--- config.mk ---
export PLATFORM = sky130hd
export DESIGN_NAME = seven_seg_scan_ctrl
export DESIGN_NICKNAME = d
export VERILOG_FILES = /design/src/rtl/seven_seg_pkg.sv /design/src/rtl/seven_seg_scan_ctrl_timer.sv /design/src/rtl/seven_seg_scan_ctrl.sv
export SDC_FILE = /design/constraint.sdc
export NUM_CORES = 1
export LEC_CHECK = 0
export BUFFER_PORTS_ARGS = -buffer_cell sky130_fd_sc_hd__buf_2
export CORE_UTILIZATION = 51
export DETAILED_ROUTE_END_ITERATION = 8
export GPL_TIMING_DRIVEN = 1
export HOLD_SLACK_MARGIN = 0.03
export PLACE_DENSITY = 0.78
export SLEW_MARGIN = 5
export SYNTH_ARGS = -nofsm -noshare
export SYNTH_HDL_FRONTEND = slang
export SYNTH_SLANG_ARGS = --single-unit
export TNS_END_PERCENT = 5
--- constraint.sdc ---
create_clock -name clk -period 3.1 [get_ports clk]
set_clock_uncertainty 0.1 [all_clocks]
set_input_delay 0.155 -clock clk [delete_from_list [all_inputs] [get_ports clk]]
set_output_delay 0.155 -clock clk [all_outputs]
set_load 0.05 [all_outputs]
--- src/rtl/seven_seg_pkg.sv ---
// Shared types and constants for the 4-digit scan controller: scan states,
// one-hot anode codes and the digit-index to display-field map.
package seven_seg_pkg;

    typedef enum logic [1:0] {
        ST_OFF  = 2'd0,
        ST_SHOW = 2'd1,
        ST_GAP  = 2'd2
    } scan_state_e;

    typedef enum logic [1:0] {
        FLD_OP   = 2'd0,
        FLD_ZERO = 2'd1,
        FLD_Y_LO = 2'd2,
        FLD_Y_HI = 2'd3
    } digit_field_e;

    localparam int          NUM_DIGITS = 4;
    localparam logic [1:0]  LAST_IDX   = 2'd3;

    localparam logic [3:0]  ANODE_OFF = 4'b0000;
    localparam logic [3:0]  ANODE_D0  = 4'b0001;
    localparam logic [3:0]  ANODE_D1  = 4'b0010;
    localparam logic [3:0]  ANODE_D2  = 4'b0100;
    localparam logic [3:0]  ANODE_D3  = 4'b1000;

    localparam digit_field_e FIELD_D0 = FLD_OP;
    localparam digit_field_e FIELD_D1 = FLD_ZERO;
    localparam digit_field_e FIELD_D2 = FLD_Y_LO;
    localparam digit_field_e FIELD_D3 = FLD_Y_HI;

    function automatic logic [3:0] anode_for(input logic [1:0] idx);
        logic [3:0] a;
        case (idx)
            2'd0:    a = ANODE_D0;
            2'd1:    a = ANODE_D1;
            2'd2:    a = ANODE_D2;
            2'd3:    a = ANODE_D3;
            default: a = ANODE_OFF;
        endcase
        return a;
    endfunction

    function automatic digit_field_e field_for(input logic [1:0] idx);
        digit_field_e f;
        case (idx)
            2'd0:    f = FIELD_D0;
            2'd1:    f = FIELD_D1;
            2'd2:    f = FIELD_D2;
            2'd3:    f = FIELD_D3;
            default: f = FLD_ZERO;
        endcase
        return f;
    endfunction

    function automatic logic [3:0] digit_for(input logic [1:0] idx,
                                             input logic [7:0] y_lo,
                                             input logic [3:0] op);
        logic [3:0] d;
        case (field_for(idx))
            FLD_OP:   d = op;
            FLD_ZERO: d = 4'h0;
            FLD_Y_LO: d = y_lo[3:0];
            FLD_Y_HI: d = y_lo[7:4];
            default:  d = 4'h0;
        endcase
        return d;
    endfunction

endpackage

--- src/rtl/seven_seg_scan_ctrl_timer.sv ---
// Clearable up-counter with terminal-count compare; paces the lit and blank
// periods of the scan controller.
module seg_refresh_timer #(
    parameter int CNT_W = 2
) (
    input  logic             clk,
    input  logic             rst_n,
    input  logic             clr,
    input  logic [CNT_W-1:0] tc_val,
    output logic             tc
);

    logic [CNT_W-1:0] cnt_r;

    // Count up each cycle, restart from zero on clear
    always_ff @(posedge clk or negedge rst_n) begin
        if (!rst_n) begin
            cnt_r <= {CNT_W{1'b0}};
        end else if (clr) begin
            cnt_r <= {CNT_W{1'b0}};
        end else begin
            cnt_r <= cnt_r + {{(CNT_W-1){1'b0}}, 1'b1};
        end
    end

    assign tc = (cnt_r == tc_val);

endmodule

--- src/rtl/seven_seg_scan_ctrl.sv ---
// 4-digit display scan controller: rotates a one-hot anode with dead-time
// between digits and commits new Y/OP data only at frame boundaries.
module seven_seg_scan_ctrl
    import seven_seg_pkg::*;
#(
    parameter int REFRESH_DIV = 100000,
    parameter int BLANK_CYC   = 1000
) (
    input  logic        clk,
    input  logic        rst_n,
    input  logic        enable,
    input  logic [15:0] Y,
    input  logic [3:0]  OP,
    input  logic        upd_valid,
    output logic        upd_ready,
    output logic [3:0]  anode,
    output logic [3:0]  digit,
    output logic        frame_done
);

    localparam int MAX_CYC = (REFRESH_DIV > BLANK_CYC) ? REFRESH_DIV : BLANK_CYC;
    localparam int CNT_W   = (MAX_CYC > 1) ? $clog2(MAX_CYC) : 1;
    localparam bit HAS_GAP = (BLANK_CYC > 0);
    localparam logic [CNT_W-1:0] SHOW_TC = CNT_W'(REFRESH_DIV - 1);
    localparam logic [CNT_W-1:0] GAP_TC  = HAS_GAP ? CNT_W'(BLANK_CYC - 1) : {CNT_W{1'b0}};

    scan_state_e      state_r, state_nxt_s;
    logic [1:0]       idx_r, idx_nxt_s;
    logic             clr_s, wrap_s, tc_s;
    logic [CNT_W-1:0] tc_val_s;

    logic             pend_r, upd_ready_r;
    logic [15:0]      pend_y_r, shadow_y_r, shadow_y_nxt_s;
    logic [3:0]       pend_op_r, shadow_op_r, shadow_op_nxt_s;
    logic             accept_s, commit_s;

    logic [3:0]       anode_r, digit_r, anode_nxt_s, digit_nxt_s;
    logic             frame_done_r;

    assign tc_val_s = (state_r == ST_GAP) ? GAP_TC : SHOW_TC;

    seg_refresh_timer #(.CNT_W(CNT_W)) u_timer (
        .clk    (clk),
        .rst_n  (rst_n),
        .clr    (clr_s),
        .tc_val (tc_val_s),
        .tc     (tc_s)
    );

    // Scan state and digit index register
    always_ff @(posedge clk or negedge rst_n) begin
        if (!rst_n) begin
            state_r <= ST_OFF;
            idx_r   <= 2'd0;
        end else begin
            state_r <= state_nxt_s;
            idx_r   <= idx_nxt_s;
        end
    end

    // Next scan state; any state change also restarts the period counter
    always_comb begin
        state_nxt_s = state_r;
        idx_nxt_s   = idx_r;
        clr_s       = 1'b0;
        wrap_s      = 1'b0;
        if (!enable) begin
            state_nxt_s = ST_OFF;
            idx_nxt_s   = 2'd0;
            clr_s       = 1'b1;
        end else begin
            case (state_r)
                ST_OFF: begin
                    state_nxt_s = ST_SHOW;
                    idx_nxt_s   = 2'd0;
                    clr_s       = 1'b1;
                end
                ST_SHOW: begin
                    if (tc_s) begin
                        clr_s = 1'b1;
                        if (HAS_GAP) begin
                            state_nxt_s = ST_GAP;
                        end else begin
                            idx_nxt_s = idx_r + 2'd1;
                            wrap_s    = (idx_r == LAST_IDX);
                        end
                    end else begin
                        state_nxt_s = ST_SHOW;
                    end
                end
                ST_GAP: begin
                    if (tc_s) begin
                        clr_s       = 1'b1;
                        state_nxt_s = ST_SHOW;
                        idx_nxt_s   = idx_r + 2'd1;
                        wrap_s      = (idx_r == LAST_IDX);
                    end else begin
                        state_nxt_s = ST_GAP;
                    end
                end
                default: begin
                    state_nxt_s = ST_OFF;
                    idx_nxt_s   = 2'd0;
                    clr_s       = 1'b1;
                end
            endcase
        end
    end

    // Load handshake: commit at the frame wrap, or straight away while off
    always_comb begin
        accept_s = upd_valid & upd_ready_r;
        commit_s = pend_r & (wrap_s | (state_r == ST_OFF));
        if (commit_s) begin
            shadow_y_nxt_s  = pend_y_r;
            shadow_op_nxt_s = pend_op_r;
        end else begin
            shadow_y_nxt_s  = shadow_y_r;
            shadow_op_nxt_s = shadow_op_r;
        end
    end

    // Pending slot and displayed shadow copy
    always_ff @(posedge clk or negedge rst_n) begin
        if (!rst_n) begin
            pend_r      <= 1'b0;
            pend_y_r    <= 16'h0000;
            pend_op_r   <= 4'h0;
            upd_ready_r <= 1'b1;
            shadow_y_r  <= 16'h0000;
            shadow_op_r <= 4'h0;
        end else begin
            if (accept_s) begin
                pend_r      <= 1'b1;
                pend_y_r    <= Y;
                pend_op_r   <= OP;
                upd_ready_r <= 1'b0;
            end else if (commit_s) begin
                pend_r      <= 1'b0;
                upd_ready_r <= 1'b1;
            end
            shadow_y_r  <= shadow_y_nxt_s;
            shadow_op_r <= shadow_op_nxt_s;
        end
    end

    // Output decode from the next state so anode/digit move with the state register
    always_comb begin
        anode_nxt_s = ANODE_OFF;
        digit_nxt_s = digit_r;
        if (state_nxt_s == ST_SHOW) begin
            anode_nxt_s = anode_for(idx_nxt_s);
            digit_nxt_s = digit_for(idx_nxt_s, shadow_y_nxt_s[7:0], shadow_op_nxt_s);
        end else begin
            anode_nxt_s = ANODE_OFF;
            digit_nxt_s = digit_r;
        end
    end

    // Registered outputs
    always_ff @(posedge clk or negedge rst_n) begin
        if (!rst_n) begin
            anode_r      <= ANODE_OFF;
            digit_r      <= 4'h0;
            frame_done_r <= 1'b0;
        end else begin
            anode_r      <= anode_nxt_s;
            digit_r      <= digit_nxt_s;
            frame_done_r <= wrap_s;
        end
    end

    assign anode      = anode_r;
    assign digit      = digit_r;
    assign frame_done = frame_done_r;
    assign upd_ready  = upd_ready_r;

endmodule

======== After elaboration in Yosys (flattened, before gate mapping) ========
Index checks and enable logic that the tools add are counted.
storage, ports and cells
  register bits after elaboration ......... 56
  input port bits ......................... 24
  output and inout port bits .............. 10
  word-level logic and storage cells ...... 59
operators by class
  add/sub/neg operators ................... 2
  equal/unequal tests ..................... 11
  multiplexer cells ....................... 26
  bitwise operators ....................... 3
  reductions and logical operators ........ 5
operator list
  kind                                                             count
  17-bit two-way mux                                               2
  4-bit one-hot mux with 4 select lines                            2
  17-bit by 1-bit adder with 17-bit output, second input constant  1
  17-bit == test                                                   1
  2-bit == test, second input constant                             6
  2-bit two-way mux                                                6
  1-bit two-way mux                                                10
  2-bit by 1-bit == test with 1-bit output, second input constant  4
  4-bit two-way mux                                                2
  8-bit two-way mux                                                1
  2-bit one-hot mux with 4 select lines                            1
  2-bit zero test                                                  3
  2-bit one-hot mux with 3 select lines                            1
  2-bit one-hot mux with 2 select lines                            1
  2-bit by 1-bit adder with 2-bit output, second input constant    1
  1-bit bitwise AND                                                2
  2-bit nonzero test                                               1
  2-bit OR reduction                                               1
  1-bit bitwise OR                                                 1

======== Logic depth before layout (Yosys ltp) ========
  depth after elaboration ................. 11
  gate-level depth with buffers ........... 11
  depth with buffers taken out ............ 9

======== Modules after synthesis ========
A second synthesis with hierarchy kept.
unflattened totals
  cells, all modules ...................... 238
  area, all modules ....................... 2765.2 um2
modules (own cells, without submodules)
  module               instances  cells an instance  area each (um2)  seq. area each (um2)
  seven_seg_scan_ctrl  1          133                1751.7           977.2
  seg_refresh_timer    1          105                1013.5           425.4

======== Worst setup path after synthesis ========
Ideal clock, no wire load.
  path type ............................... register to register
  start ................................... reg state_r[0]
  end ..................................... reg digit_r[2], in the netlist digit[2]
  library setup time ...................... 0.092 ns
  arrival time ............................ 2.761 ns
  required time ........................... 2.908 ns
  setup slack ............................. 0.147 ns
  cell stages (with the launch flop) ...... 12
  buffers on the path ..................... 2
  period minus slack after synthesis ...... 2.953 ns
  cell sequence ........................... dfrtp_1 > inv_1 > ha_1 > buf_6 > nor4b_2 > mux2i_2 > or4_1 > and4_4 > buf_6 > or3b_4 > o221a_1 > o31ai_2
between the ends
  longest elaborated chain between the ends .. 11
  elaborated cells between the ends (all ways) .. 31
  those cells by class .................... 10 x eq/ne; 16 x mux; 2 x bitwise; 3 x reduce/logical
ends and longest elaborated chain
  element                                line                                                  RTL
  start, declared                        seven_seg_scan_ctrl.sv:27                             scan_state_e state_r, state_nxt_s;
  start signal, assigned                 seven_seg_scan_ctrl.sv:56                             state_r <= state_nxt_s;
  2-bit == test                          seven_seg_scan_ctrl.sv:40, seven_seg_scan_ctrl.sv:72
  17-bit two-way mux                     seven_seg_scan_ctrl.sv:40                             assign tc_val_s = (state_r == ST_GAP) ? GAP_TC : SHOW_TC;
  17-bit == test                         seven_seg_scan_ctrl_timer.sv:26                       assign tc = (cnt_r == tc_val);
  2-bit two-way mux                      seven_seg_scan_ctrl.sv:92                             if (tc_s) begin
  2-bit one-hot mux with 2 select lines  seven_seg_scan_ctrl.sv:72                             case (state_r)
  2-bit two-way mux                      seven_seg_scan_ctrl.sv:67                             if (!enable) begin
  2-bit == test (tied with other cells)  seven_seg_pkg.sv:46                                   case (idx)
  2-bit one-hot mux with 4 select lines  seven_seg_pkg.sv:46
  2-bit two-way mux                      seven_seg_scan_ctrl.sv:151                            if (state_nxt_s == ST_SHOW) begin
  2-bit == test (tied with other cells)  seven_seg_pkg.sv:60                                   case (field_for(idx))
  4-bit one-hot mux with 4 select lines  seven_seg_pkg.sv:60
  end signal, assigned                   seven_seg_scan_ctrl.sv:168                            digit_r <= digit_nxt_s;
  end, declared                          seven_seg_scan_ctrl.sv:37                             logic [3:0] anode_r, digit_r, anode_nxt_s, digit_nxt_s;
Parallel ways exist; a longest one is shown, timed or not. The select of a mux whose other input is x is not followed.
A chain may end at the register's enable or synchronous reset.

======== Worst setup path after layout ========
  start ................................... reg state_r[1]
  end ..................................... reg digit_r[1], in the netlist digit[1]
Same word-level chain as after synthesis.

==> flow_summary_export.csv <==
group,metric,value,unit
layout,finalInstanceArea,3080,sq um
worst_setup_path,critical_path.top_delay_family,"simple AND/OR/NAND/NOR gates",
clock_tree,cts_num_sinks,56,
pwr,pwr-share-seq,54.7,%
synthesis,synth_common_cells,"dfrtp_1 (55), nor2_1 (26), mux2_2 (16), nand2_1 (14), inv_1 (12)",
global_route,grt_most_used_layer,"met2",
layout,finalNonFillerCells,335,
pwr,p_leak,1.47,nW
route,vias_per_cell,5.18,
place,gp_congestion,0.763,
layout,regArea,1400,sq um
synthesis,synth_nets,248,
global_route,antenna_found_initial,0,
synthesis,synth_cell_types,46,
worst_setup_path,worstSetupPathType,"register to register",
global_route,grt_usage,18.3,%
floorplan,die_y,73.5,um
layout,fill_cells,392,
timing,setup_tns,0,ns
route,drt_first_pass_iters,4,
pwr,clkPwrFrac,21.9,%
synthesis,synth_ff_type,"dfrtp_1",
worst_setup_path,cp_max_fo,8,
worst_setup_path,cp.depth,8,
synthesis,netlist_area,2610,sq um
timing,period_share,95.1,%
timing,relSlewSlack,53.9,%
clock_tree,cts.htree.levels,2,
synthesis,synth_edf_count,0,
synthesis,yosysMostFrequentCell,"dfrtp_1",
timing,hold_violations,0,
worst_setup_path,cp.required,3.22,ns
timing,min_period,2.95,ns
layout,multi_input_area,1130,sq um
global_route,use_met3,4.39,%
synthesis,syn_inst,218,
layout,diodes,0,
worst_setup_path,cp_slowest_stage_delay,0.69,ns
route,wire_per_inst,13.5,um
worst_setup_path,arrival,3.07,ns
synthesis,synthTopCellsByArea,"dfrtp_1 (53%), mux2_2 (6.9%), mux2i_1 (3.8%), nor2_1 (3.7%), xor2_1 (3.7%)",
timing,timing.fmax,339,MHz
place,dp_slack,0.0565,ns
worst_setup_path,reg2reg_setup_slack,0.15,ns
floorplan,core_area,4820,sq um
pwr,p_int,0.00126,W
worst_setup_path,rr_endpoint,"digit[1]",
run,drv_cap,0,
worst_setup_path,endpoint_kind,"register",
timing,worst_pin_slew,0.689,ns
clock_tree,clk-insertion-delay-late,0.31,ns
pwr,power_frac_comb,23.4,%
pwr,ir_drop,0.298,mV
worst_setup_path,cp_slowest_cell,"or4_2",
floorplan,die_w,73.5,um
synthesis,ys_seq_elements,56,
clock_tree,cts_root_buf,"clkbuf_8",
route,drtIter0Drc,123,
status,status,"completed",
synthesis,synth_top_area_share,52.7,%
place,dpl.hpwl,3100,um
global_route,use_met1,25.4,%
synthesis,ys_async_sr_fraction,100,%
layout,fin_nets,297,
timing,slew_viol_final,0,
floorplan,dieArea,5410,sq um
min_path,hp-class,"input pin to async pin",
route,totalWireLength,4530,um
global_route,grt_pass1_vias,1633,
place,dp.cells,308,
worst_setup_path,path_buf_inv,0,
layout,drive_above_1_share,28.7,%
place,port_buffers,25,
clock_tree,cts_made_buffers,5,
floorplan,rows,25,
worst_setup_path,cp-endpoint,"digit[1]",
worst_setup_path,cp-start-kind,"register",
clock_tree,cts_tree,"built",
worst_setup_path,cp_cell_sequence,"ha_4, and4bb_1, mux2i_4, or4_2, nand3_1, or3b_4, o221a_1, o31ai_1",
layout,syn2layout_area_growth,18.1,%
timing,final-setup-viol-count,0,
pwr,pwr_density_cell,587,nW/um^2
synthesis,ys_warn_count,0,
clock_tree,cts.clk_slew.worst_paths,0.10,ns
route,dr_total_vias,1736,
place,placed_area,2800,sq um
global_route,grt_pass1_wl,7510,um
floorplan,ios,34,
pwr,switchingPower,0.000555,W
synthesis,yosysSeqAreaShare,53.7,%
worst_setup_path,reg2reg_from,"state_r[1]",
timing,timing.hold.ws,0.244,ns
floorplan,start_util,54.2,%
route,drcViolationCount,0,
pwr,p_sw_share,30.6,%
synthesis,syn_avg_cell_area,12.0,sq um
worst_setup_path,reg2reg_depth,8,
timing,grt_setup_unrepaired,"no",
global_route,grt_max_degree,33,
worst_setup_path,critPathLaunch,"state_r[1]",
route,final_antenna_net_count,0,
clock_tree,clockBufferDepth,2,
synthesis,synth_area_leader_cell,"dfrtp_1",
global_route,met2_usage,28.3,%
timing,worst_slack,0.153,ns
global_route,gr-total-overflow,0,
-- worst min path at each step --
stage                     start         end  slack, ns  cells past startpoint
after global placement    rst_n  frame_done       0.07                      1
after CTS                 rst_n    anode[1]       0.27                      2
after floorplan           rst_n    anode[0]      -0.24                      0
final                     rst_n  frame_done       0.24                      2
after global routing      rst_n  frame_done       0.31                      2
after detailed placement  rst_n  frame_done       0.07                      1
-- power by group through the flow --
stage | Sequential [W] | Clock (W) | Combinational (W)
floorplan | 0.00107 | 0 | 0.000228
global placement | 0.000997 | 0 | 0.000395
detailed placement | 0.00101 | 0 | 0.000410
CTS | 0.000991 | 0.000409 | 0.000426
global route | 0.00101 | 0.000433 | 0.000459
finish | 0.000990 | 0.000396 | 0.000424
-- flip-flops by register name, indices dropped and copies added, names as in the netlist --
name	cells
anode	4
digit	4
frame_done	1
idx_r	2
pend_op_r	4
pend_r	1
pend_y_r	8
shadow_op_r	4
shadow_y_r	8
state_r	2
u_timer.cnt_r	17
upd_ready	1
-- cells by family after synthesis --
kind of cell	share of synthesized area (%)
compound gates	5.70
simple gates	16.9
flops	53.7
buf+inv	3.60
fa+ha+maj	2.88
xor+xnor	5.03
mux	12.1
-- cell usage in the layout (no fill, tap or decap), types with 2 or more instances in the layout --
cell type	instances
and3_1	6
buf_2	25
buf_4	8
clkbuf_8	5
dfrtp_1	54
dlygate4sd3_1	15
ha_1	5
inv_1	11
mux2_2	16
mux2i_1	10
nand2_1	14
nand2b_1	2
nand3_1	11
nor2_1	26
nor4_1	2
o221a_1	4
o31ai_1	4
o31ai_2	2
or2b_2	2
xnor2_1	4
xor2_1	11
-- layer usage --
metal	share of wire (%)	wire, um	vias to the layer above
met2	46	2070	43
met3	4.7	213	7
li1	-	-	854
met1	48	2160	832
met4	1.7	77	0
met5	0	0	-
-- worst reg2reg max path: cells and delay by family, from the launching register on --
| kind | cells | cell delay [ns] |
|---|---|---|
| and+or+nand+nor | 4 | 1.53 |
| AOI/OAI and AO/OA | 2 | 0.47 |
| DFF | 1 | 0.46 |
| adders and majority gates | 1 | 0.19 |
| muxes | 1 | 0.11 |
-- area by class of cell --
class	instances	share of cell area, %
multi-input combinational	144	36.5
inverter	12	1.46
clock buffer	6	2.35
timing repair buffer	48	10.9
tap	67	2.72
sequential	56	45.5
clock inverter	2	0.528
-- repair_timing --
action,CTS,global route
gates resized for setup,0,5
buffers inserted,0,4
hold buffers,15,0
setup endpoints to repair,0,4
hold endpoints to repair,38,0
-- stage by stage --
step	total power, W	util, %
after global routing	0.00191	64.0
final	0.00181	64.0
after floorplan	0.00130	-
after detailed placement	0.00142	58.1
after CTS	0.00183	63.1
after global placement	0.00139	58.1
(Power assumes the default switching activity.)
